$ cat src/rtl/ifid_pipe_ctrl_pkg.sv
// Shared pipeline definitions: IF/ID controller states, width defaults and
// the memory/immediate opcodes the hazard unit also decodes.
package pipe_pkg;

  typedef enum logic [1:0] {
    RUN    = 2'd0,
    STALL  = 2'd1,
    SQUASH = 2'd2
  } ifid_state_t;

  localparam int               INST_W_DEF   = 16;
  localparam int               PC_W_DEF     = 16;
  localparam logic [15:0]      NOP_INST_DEF = 16'h0000;

  localparam logic [3:0] LW  = 4'b1000;
  localparam logic [3:0] SW  = 4'b1001;
  localparam logic [3:0] LHB = 4'b1010;
  localparam logic [3:0] LLB = 4'b1011;

endpackage

$ cat src/rtl/ifid_pipe_ctrl_if.sv
// Fetch/hazard-unit/decode signals seen by the IF/ID controller.
interface ifid_pipe_ctrl_if #(
  parameter int INST_W = 16,
  parameter int PC_W   = 16
);
  logic              stall;
  logic              flush;
  logic [INST_W-1:0] if_inst;
  logic [PC_W-1:0]   if_pc;
  logic [INST_W-1:0] ifid_inst;
  logic [PC_W-1:0]   ifid_pc;
  logic              ifid_valid;
  logic              pc_we;
  logic              idex_bubble;
  logic              stall_timeout;

  modport master (
    output stall, flush, if_inst, if_pc,
    input  ifid_inst, ifid_pc, ifid_valid, pc_we, idex_bubble, stall_timeout
  );

  modport slave (
    input  stall, flush, if_inst, if_pc,
    output ifid_inst, ifid_pc, ifid_valid, pc_we, idex_bubble, stall_timeout
  );
endinterface

$ cat src/rtl/ifid_pipe_ctrl_stall_watchdog.sv
// Counts consecutive stall cycles (saturating) and raises a sticky timeout
// once the count reaches MAX_STALL.
module stall_watchdog #(
  parameter int MAX_STALL = 4
) (
  input  logic clk,
  input  logic rst_n,
  input  logic count_en,
  input  logic clear,
  output logic timeout
);
  localparam int               CNT_W   = $clog2(MAX_STALL + 1);
  localparam logic [CNT_W-1:0] CNT_MAX = CNT_W'(MAX_STALL);

  logic [CNT_W-1:0] cnt_reg, cnt_next;
  logic             timeout_reg, timeout_next;

  always_comb begin
    cnt_next     = cnt_reg;
    timeout_next = timeout_reg;
    if (clear) begin
      cnt_next = '0;
    end else if (count_en && cnt_reg != CNT_MAX) begin
      cnt_next = cnt_reg + 1'b1;
    end
    if (cnt_next == CNT_MAX) begin
      timeout_next = 1'b1;
    end
  end

  always_ff @(posedge clk or negedge rst_n) begin
    if (!rst_n) begin
      cnt_reg     <= '0;
      timeout_reg <= 1'b0;
    end else begin
      cnt_reg     <= cnt_next;
      timeout_reg <= timeout_next;
    end
  end

  assign timeout = timeout_reg;
endmodule

$ cat src/rtl/ifid_pipe_ctrl.sv
// IF/ID pipeline register and PC write control driven by hazard stall/flush.
// Define IFID_PERF_CNT_EN to add stall_cycles / flush_events counters.
module ifid_pipe_ctrl
  import pipe_pkg::*;
#(
  parameter int                INST_W      = INST_W_DEF,
  parameter int                PC_W        = PC_W_DEF,
  parameter logic [INST_W-1:0] NOP_INST    = INST_W'(NOP_INST_DEF),
  parameter int                FLUSH_DEPTH = 1,
  parameter int                MAX_STALL   = 4
) (
  input  logic             clk,
  input  logic             rst_n,
  ifid_pipe_ctrl_if.slave  bus
`ifdef IFID_PERF_CNT_EN
  ,
  output logic [15:0]      stall_cycles,
  output logic [15:0]      flush_events
`endif
);
  localparam logic [1:0] SQ_INIT = 2'(FLUSH_DEPTH - 1);

  ifid_state_t       state_reg, state_next;
  logic [1:0]        sq_cnt_reg, sq_cnt_next;
  logic [INST_W-1:0] ifid_inst_reg;
  logic [PC_W-1:0]   ifid_pc_reg;
  logic              ifid_valid_reg;
  logic              load_fetch, load_nop, stall_eff;
  logic              pc_we, idex_bubble;

  // Stall only counts when it is not overridden by flush or masked in SQUASH.
  assign stall_eff = bus.stall && !bus.flush && (state_reg != SQUASH);

  always_ff @(posedge clk or negedge rst_n) begin
    if (!rst_n) begin
      state_reg  <= RUN;
      sq_cnt_reg <= '0;
    end else begin
      state_reg  <= state_next;
      sq_cnt_reg <= sq_cnt_next;
    end
  end

  always_comb begin
    state_next  = state_reg;
    sq_cnt_next = sq_cnt_reg;
    if (bus.flush) begin
      if (FLUSH_DEPTH > 1) begin
        state_next  = SQUASH;
        sq_cnt_next = SQ_INIT;
      end else begin
        state_next = RUN;
      end
    end else begin
      case (state_reg)
        RUN, STALL: state_next = bus.stall ? STALL : RUN;
        SQUASH: begin
          sq_cnt_next = sq_cnt_reg - 2'd1;
          if (sq_cnt_reg <= 2'd1) state_next = RUN;
        end
        default: state_next = RUN;
      endcase
    end
  end

  always_comb begin
    pc_we       = 1'b0;
    idex_bubble = 1'b0;
    load_fetch  = 1'b0;
    load_nop    = 1'b0;
    if (!rst_n) begin
      pc_we = 1'b0;
    end else if (bus.flush) begin
      pc_we       = 1'b1;
      idex_bubble = 1'b1;
      load_nop    = 1'b1;
    end else if (state_reg == SQUASH) begin
      pc_we    = 1'b1;
      load_nop = 1'b1;
    end else if (bus.stall) begin
      idex_bubble = 1'b1;
    end else begin
      pc_we      = 1'b1;
      load_fetch = 1'b1;
    end
  end

  always_ff @(posedge clk or negedge rst_n) begin
    if (!rst_n) begin
      ifid_inst_reg  <= NOP_INST;
      ifid_pc_reg    <= '0;
      ifid_valid_reg <= 1'b0;
    end else if (load_fetch) begin
      ifid_inst_reg  <= bus.if_inst;
      ifid_pc_reg    <= bus.if_pc;
      ifid_valid_reg <= 1'b1;
    end else if (load_nop) begin
      ifid_inst_reg  <= NOP_INST;
      ifid_pc_reg    <= bus.if_pc;
      ifid_valid_reg <= 1'b0;
    end
  end

  stall_watchdog #(.MAX_STALL(MAX_STALL)) u_watchdog (
    .clk      (clk),
    .rst_n    (rst_n),
    .count_en (stall_eff),
    .clear    (!stall_eff),
    .timeout  (bus.stall_timeout)
  );

  assign bus.ifid_inst   = ifid_inst_reg;
  assign bus.ifid_pc     = ifid_pc_reg;
  assign bus.ifid_valid  = ifid_valid_reg;
  assign bus.pc_we       = pc_we;
  assign bus.idex_bubble = idex_bubble;

`ifdef IFID_PERF_CNT_EN
  logic [1:0]  perf_inc;
  logic [15:0] perf_cnt_reg [2];

  assign perf_inc = {bus.flush, stall_eff};

  genvar gi;
  generate
    for (gi = 0; gi < 2; gi++) begin : g_perf
      always_ff @(posedge clk or negedge rst_n) begin
        if (!rst_n) begin
          perf_cnt_reg[gi] <= '0;
        end else if (perf_inc[gi] && perf_cnt_reg[gi] != 16'hFFFF) begin
          perf_cnt_reg[gi] <= perf_cnt_reg[gi] + 16'd1;
        end
      end
    end
  endgenerate

  assign stall_cycles = perf_cnt_reg[0];
  assign flush_events = perf_cnt_reg[1];
`endif
endmodule

$ cat src/flat_wrapper.sv
// flat-port wrapper written by rule: the top's interface ports become plain ports
module ifid_pipe_ctrl_flat import pipe_pkg::*;
#(
  parameter int                INST_W      = INST_W_DEF,
  parameter int                PC_W        = PC_W_DEF,
  parameter logic [INST_W-1:0] NOP_INST    = INST_W'(NOP_INST_DEF),
  parameter int                FLUSH_DEPTH = 1,
  parameter int                MAX_STALL   = 4
)
  (clk, rst_n, bus_stall, bus_flush, bus_if_inst, bus_if_pc, bus_ifid_inst, bus_ifid_pc, bus_ifid_valid, bus_pc_we, bus_idex_bubble, bus_stall_timeout);
  ifid_pipe_ctrl_if #(.INST_W(INST_W), .PC_W(PC_W)) bus_i ();
  input  logic clk;
  input  logic rst_n;
  input wire logic [$bits(bus_i.stall)-1:0] bus_stall;
  input wire logic [$bits(bus_i.flush)-1:0] bus_flush;
  input wire logic [$bits(bus_i.if_inst)-1:0] bus_if_inst;
  input wire logic [$bits(bus_i.if_pc)-1:0] bus_if_pc;
  output wire logic [$bits(bus_i.ifid_inst)-1:0] bus_ifid_inst;
  output wire logic [$bits(bus_i.ifid_pc)-1:0] bus_ifid_pc;
  output wire logic [$bits(bus_i.ifid_valid)-1:0] bus_ifid_valid;
  output wire logic [$bits(bus_i.pc_we)-1:0] bus_pc_we;
  output wire logic [$bits(bus_i.idex_bubble)-1:0] bus_idex_bubble;
  output wire logic [$bits(bus_i.stall_timeout)-1:0] bus_stall_timeout;
  assign bus_i.stall = bus_stall;
  assign bus_i.flush = bus_flush;
  assign bus_i.if_inst = bus_if_inst;
  assign bus_i.if_pc = bus_if_pc;
  assign bus_ifid_inst = bus_i.ifid_inst;
  assign bus_ifid_pc = bus_i.ifid_pc;
  assign bus_ifid_valid = bus_i.ifid_valid;
  assign bus_pc_we = bus_i.pc_we;
  assign bus_idex_bubble = bus_i.idex_bubble;
  assign bus_stall_timeout = bus_i.stall_timeout;
  ifid_pipe_ctrl #(.INST_W(INST_W), .PC_W(PC_W), .NOP_INST(NOP_INST), .FLUSH_DEPTH(FLUSH_DEPTH), .MAX_STALL(MAX_STALL)) u_core (.clk(clk), .rst_n(rst_n), .bus(bus_i));
endmodule
$ cat config.mk
export PLATFORM = sky130hd
export DESIGN_NAME = ifid_pipe_ctrl_flat
export DESIGN_NICKNAME = d
export VERILOG_FILES = /design/src/rtl/ifid_pipe_ctrl_pkg.sv /design/src/rtl/ifid_pipe_ctrl_if.sv /design/src/rtl/ifid_pipe_ctrl_stall_watchdog.sv /design/src/rtl/ifid_pipe_ctrl.sv /design/src/flat_wrapper.sv
export SDC_FILE = /design/constraint.sdc
export NUM_CORES = 1
export LEC_CHECK = 0
export BUFFER_PORTS_ARGS = -buffer_cell sky130_fd_sc_hd__clkbuf_2
export CAP_MARGIN = 10
export CORE_MARGIN = 2
export CORE_UTILIZATION = 45
export CTS_CLUSTER_SIZE = 40
export DETAILED_ROUTE_END_ITERATION = 7
export GPL_TIMING_DRIVEN = 0
export HOLD_SLACK_MARGIN = 0.03
export PLACE_DENSITY = 0.78
export SLEW_MARGIN = 40
export SYNTH_ARGS = -nofsm -noshare
export SYNTH_HDL_FRONTEND = slang
export SYNTH_SLANG_ARGS = --single-unit
$ cat constraint.sdc
create_clock -name clk -period 1.4 [get_ports clk]
set_input_delay 0.28 -clock clk [delete_from_list [all_inputs] [get_ports clk]]
set_output_delay 0.28 -clock clk [all_outputs]
set_load 0.02 [all_outputs]
# Word level (Yosys, flattened, before mapping)
# Index checks and enable logic that the tools add are counted.
[totals]
ff_bits = 41
latchBits = 0
mem_bits_rw = 0
mem_bits_ro = 0
output_inout_bits = 36
n_memories = 0
[op_classes]
add_sub_neg = 2
multipliers = 0
div_mod_pow = 0
magnitude_cmp = 1
eq_ne = 6
shift = 0
n_mux = 26
bitwise = 1
reduce_logical = 8
[ops]
columns = ["op", "n"]
rows = [
  ["two-way mux 16 bit", 4],
  ["two-way mux 1 bit", 17],
  ["two-way mux 3 bit", 2],
  ["two-way mux 2 bit", 2],
  ["case mux 2 bit (2 select lines)", 1],
  ["adder 3 x 1 -> 3 bit (second input constant)", 1],
  ["== test 3 bit (second input constant)", 1],
  ["logical AND 1 bit", 3],
  ["!= test 3 x 2 -> 1 bit (second input constant)", 1],
  ["!= test 3 bit (second input constant)", 1],
  ["== test 2 x 1 -> 1 bit (second input constant)", 1],
  ["== test 2 bit (second input constant)", 1],
  ["less-or-equal comparator 2 x 1 -> 1 bit (second input constant)", 1],
  ["zero test 2 bit", 1],
  ["!= test 2 bit (second input constant)", 1],
  ["AND reduction 2 bit", 1],
  ["nonzero test 2 bit", 1],
  ["OR reduction 2 bit", 1],
  ["subtractor 2 x 1 -> 2 bit (second input constant)", 1],
  ["zero test 1 bit", 1],
  ["inverter 1 bit", 1],
]

# Logic depth before layout (Yosys ltp)
[depth]
depth_word = 7
mapped_depth = 5
mapped_depth_nobuf = 5

# Hierarchy
# From an unflattened synthesis, not the netlist that was laid out.
[unflattened]
hier_cells = 133
area_unflattened_um2 = 1679.1
[by_module_without_submodules]
columns = ["mod", "n_inst", "cells_each", "area_per_inst_um2"]
rows = [
  ["ifid_pipe_ctrl", 1, 113, 1443.9],
  ["stall_watchdog", 1, 20, 235.2],
]

# Worst setup path after synthesis
# OpenSTA, ideal clock, no wires.
[synth_timing]
path_kind = "register to register"
start = "reg u_core.u_watchdog.cnt_reg[0]"
end = "reg u_core.u_watchdog.timeout_reg (netlist: u_core.u_watchdog.timeout)"
setup_time_ps = 95
arrival_ps = 1072
required_time_ps = 1305
path_slack_ps = 232
stages_incl_launch_ff = 6
path_buffers = 0
cell_sequence = "dfrtp_1 inv_1 ha_1 a21oi_1 a32oi_1 o31ai_1"
[synth_between]
elab_chain_len = 5
[synth_lines]
columns = ["item", "line_no", "rtl"]
rows = [
  ["start, declared", "ifid_pipe_ctrl_stall_watchdog.sv:15", "logic [CNT_W-1:0] cnt_reg, cnt_next;"],
  ["start signal, assigned", "ifid_pipe_ctrl_stall_watchdog.sv:36", "cnt_reg <= cnt_next;"],
  ["branches (longest 2 deep; another with adder 3 x 1 -> 3 bit)", "--", ""],
  ["two-way mux 3 bit *", "ifid_pipe_ctrl_stall_watchdog.sv:23", "end else if (count_en && cnt_reg != CNT_MAX) begin"],
  ["two-way mux 3 bit *", "ifid_pipe_ctrl_stall_watchdog.sv:21", "if (clear) begin"],
  ["== test 3 bit *", "ifid_pipe_ctrl_stall_watchdog.sv:26", "if (cnt_next == CNT_MAX) begin"],
  ["end signal, assigned", "ifid_pipe_ctrl_stall_watchdog.sv:37", "timeout_reg <= timeout_next;"],
  ["end, declared", "ifid_pipe_ctrl_stall_watchdog.sv:16", "logic timeout_reg, timeout_next;"],
]
# Mark *: on every way between the ends.
# A chain may end at the register's enable or synchronous reset.

# Worst setup path in the final report
# Same ends and word-level chain as after synthesis.

==> metrics.md <==
| Metric | Value |
|---|---|
| Gr ovfl total | 0 |
| # port buffers | 71 |
| Most frequent cell after synthesis | dfrtp_1 |
| CTS tree | built |
| Worst hold path depth | 2 |
| Leakage power | 1.12 nW |
| Pwr Total | 2.50 mW |
| CP Launch Type | register |
| PD cells | 1220 nW/um^2 |
| Post-synth EDFFs | 0 |
| TritonRoute pass-1 iters | 4 |
| Crit path max-delay family | flip-flops |
| Final net count | 215 |
| Commonest cells post-synth | dfrtp_1, a22o_1, mux2_4, inv_1, mux2_2 |
| Boundary Pins | 72 |
| Dpl hpwl | 2190 um |
| Asr flop ratio synth | 100% |
| Rows | 20 |
| HP Start | bus_if_inst[11] |
| Critical R2R Launch | u_core.u_watchdog.cnt_reg[0] |
| Vias in the first global route | 1087 |
| Layout area overhead | 36.7% |
| Multi-input gate area | 528 um^2 |
| Min Tclk post-route | 1.30 ns |
| Synth unique cells | 23 |
| Cells on worst reg2reg path | 5 |
| Delay of the slowest critical-path stage | 0.44 ns |
| Status | finished clean |
| Routed Antenna Nets | 0 |
| Vias post-DR | 1095 |
| Final hold viol count | 0 |
| Syn Nets | 135 |
| Adder-Cell Fraction of Synth Area | 1.67% |
| Gpl congestion | 0.698 |
| WP data arrival | 1.55 ns |
| Global-route wire length before repair | 4900 um |
| Clk slew on worst S/H paths | 0.12 ns |
| Yosys top cell area share | 61.7% |
| Synthesized cell area | 1500 um^2 |
| Wirelength per Cell | 13.7 um |
| Drc violations | 0 |
| DRT iter0 DRCs | 39 |
| Buf/Inv on CP | 1 |
| Ys flop type | dfrtp_1 |
| Worst R2R End | u_core.u_watchdog.timeout |
| Worst slew pin tran | 0.371 ns |
| Unrepaired setup endpoints after global routing | no |
| Share of cells above drive strength 1 | 58.4% |
| R2R Setup Slk | 0.1 ns |
| Die W | 61.7 um |
| H-tree levels | 2 |
| Post-synthesis simple-gate area fraction | 5.09% |
| Post-synth top area cell | dfrtp_1 |
| Die height | 61.7 um |
| Final Hold Slack | 0.139 ns |
| Register area | 926 um^2 |
| Vias per cell | 4.93 |
| Min-Delay Endpoint | u_core.bus.ifid_inst[11] |
| Core box area | 3100 um^2 |
| Cell-by-cell trace of the critical path | inv_1, ha_1, a21oi_2, a32oi_1, o31ai_1 |
| Max frequency | 0.768 GHz |
| Maxcap violations | 0 |
| Ant diodes | 0 |
| Clock buffer depth | 2 |
| Tcrit/Tclk final | 93.0% |
| Crit-path max FO | 5 |
| Largest net degree at the start of global routing | 38 |
| Synth top area cells | dfrtp_1, mux2_4, a22o_1 |
| Post-Synth XOR/XNOR Area | 0.584% |
| Post-synthesis mux area share | 15.0% |
| Final wirelength | 3030 um |
| Clk_skew | 0.0141 ns |
| Initial core utilization | 48.3% |
| Capturing element type of the critical path | register |
| CP required | 1.65 ns |
| Largest family of logic cells by synthesized area | multiplexers |
| Seq cells post-synth | 37 |
| GRT Resource Usage Total | 18.1% |
| Worst rel slew slack | 75.3% |
| Maximum vdd ir drop | 734 uV |
| Filler instances | 256 |
| Final setup violation count | 0 |
| YS warnings | 0 |
| Die area | 3810 um^2 |
| Synth Area in Compound Gates | 12.6% |
| Crit Path Class | reg2reg |
| Worst Hold Class | in2reg |
| Root buffer cell | clkbuf_4 |
| Insertion delay to the later sink of the worst-skew pair | 0.35 ns |
| Register area share after synthesis | 61.7% |
| CP max-delay cell | dfrtp_1 |
| Antenna violations before repair | 0 |
| Mean area per synthesized cell | 15.5 um^2 |
| Slew Viols, Final | 0 |
| Mapped Cells | 97 |
| Clk sinks | 37 |
| Clock buffer count from CTS | 5 |
-- per-layer routing --
layer	track usage [%]	share of wire, %	routed length [um]	up-vias
met5	0	0	0	-
met4	6.38	1.3	39	0
met3	7.04	9.6	291	5
met2	28.6	46	1400	60
met1	22.9	43	1300	520
li1	-	-	-	510
-- kinds of logic after synthesis --
kind of cell,Yosys count
buffers and inverters,8
muxes,16
adders and majority gates,2
xor gates and xnor gates,1
and+or+nand+nor,10
AOI/OAI and AO/OA,23
DFF,37
-- area by class of cell --
cell class,instances,share of cell area [%]
Clock inverter,3,2.26
Buffer,3,1.46
Tap cell,44,2.68
Multi-Input combinational cell,52,25.7
Inverter,4,0.732
Timing Repair Buffer,74,20.1
Clock buffer,5,1.83
Sequential cell,37,45.1
-- report_power, final --
group / switching [mW] / internal, mW
clock: 0.359 / 0.378
combinational: 0.282 / 0.248
sequential: 0.0611 / 1.17
-- metrics by stage --
stage                     cell area, um^2  util (%)  instances  setup slack (ns)  setup TNS (ns)
after floorplan                      1500         -         97             0.232               0
after global placement               1910      61.6        212            -0.566          -15.45
after global routing                 2050      66.1        222          0.000916               0
after detailed placement             1910      61.7        212            -0.311           -6.39
final                                2050      66.1        222            0.0975               0
after CTS                            2040      65.7        221            0.0610               0
-- worst max path at each step --
stage          cells after the start                         to  slack [ns]                          from
2_1_floorplan                      5  u_core.u_watchdog.timeout        0.23  u_core.u_watchdog.cnt_reg[0]
3_3_place_gp                       5                  bus_pc_we       -0.57                         rst_n
3_5_place_dp                       5                  bus_pc_we       -0.31                         rst_n
4_1_cts                            5  u_core.u_watchdog.timeout        0.06  u_core.u_watchdog.cnt_reg[0]
5_1_grt                            5  u_core.u_watchdog.timeout      0.0009  u_core.u_watchdog.cnt_reg[0]
6_report                           5  u_core.u_watchdog.timeout         0.1  u_core.u_watchdog.cnt_reg[0]
-- cell usage in the layout (no fill, tap or decap), drive strengths merged --
master | netlist | layout
nand2 | 3 | 3
and3b | 1 | 1
dlygate4sd3 | 0 | 1
dfrtp | 37 | 37
clkinvlp | 0 | 1
xnor2 | 1 | 1
nand2b | 1 | 1
buf | 4 | 5
o21a | 1 | 1
nor3b | 1 | 1
ha | 2 | 2
a22o | 16 | 16
a32oi | 1 | 1
clkinv | 0 | 1
bufinv | 0 | 1
o21bai | 1 | 1
nand3 | 1 | 1
o31ai | 1 | 1
nor2 | 3 | 3
a21oi | 2 | 2
inv | 4 | 4
clkbuf | 0 | 76
a21o | 1 | 1
mux2 | 16 | 16
-- timing repair --
action                                  CTS  global route
endpoints found under the hold margin    37             0
resized for setup                         2             1
hold buffers                              2             0
setup buffers                             0             1
endpoints found under the setup margin    2             1
Power figures use the tool's default switching activity.
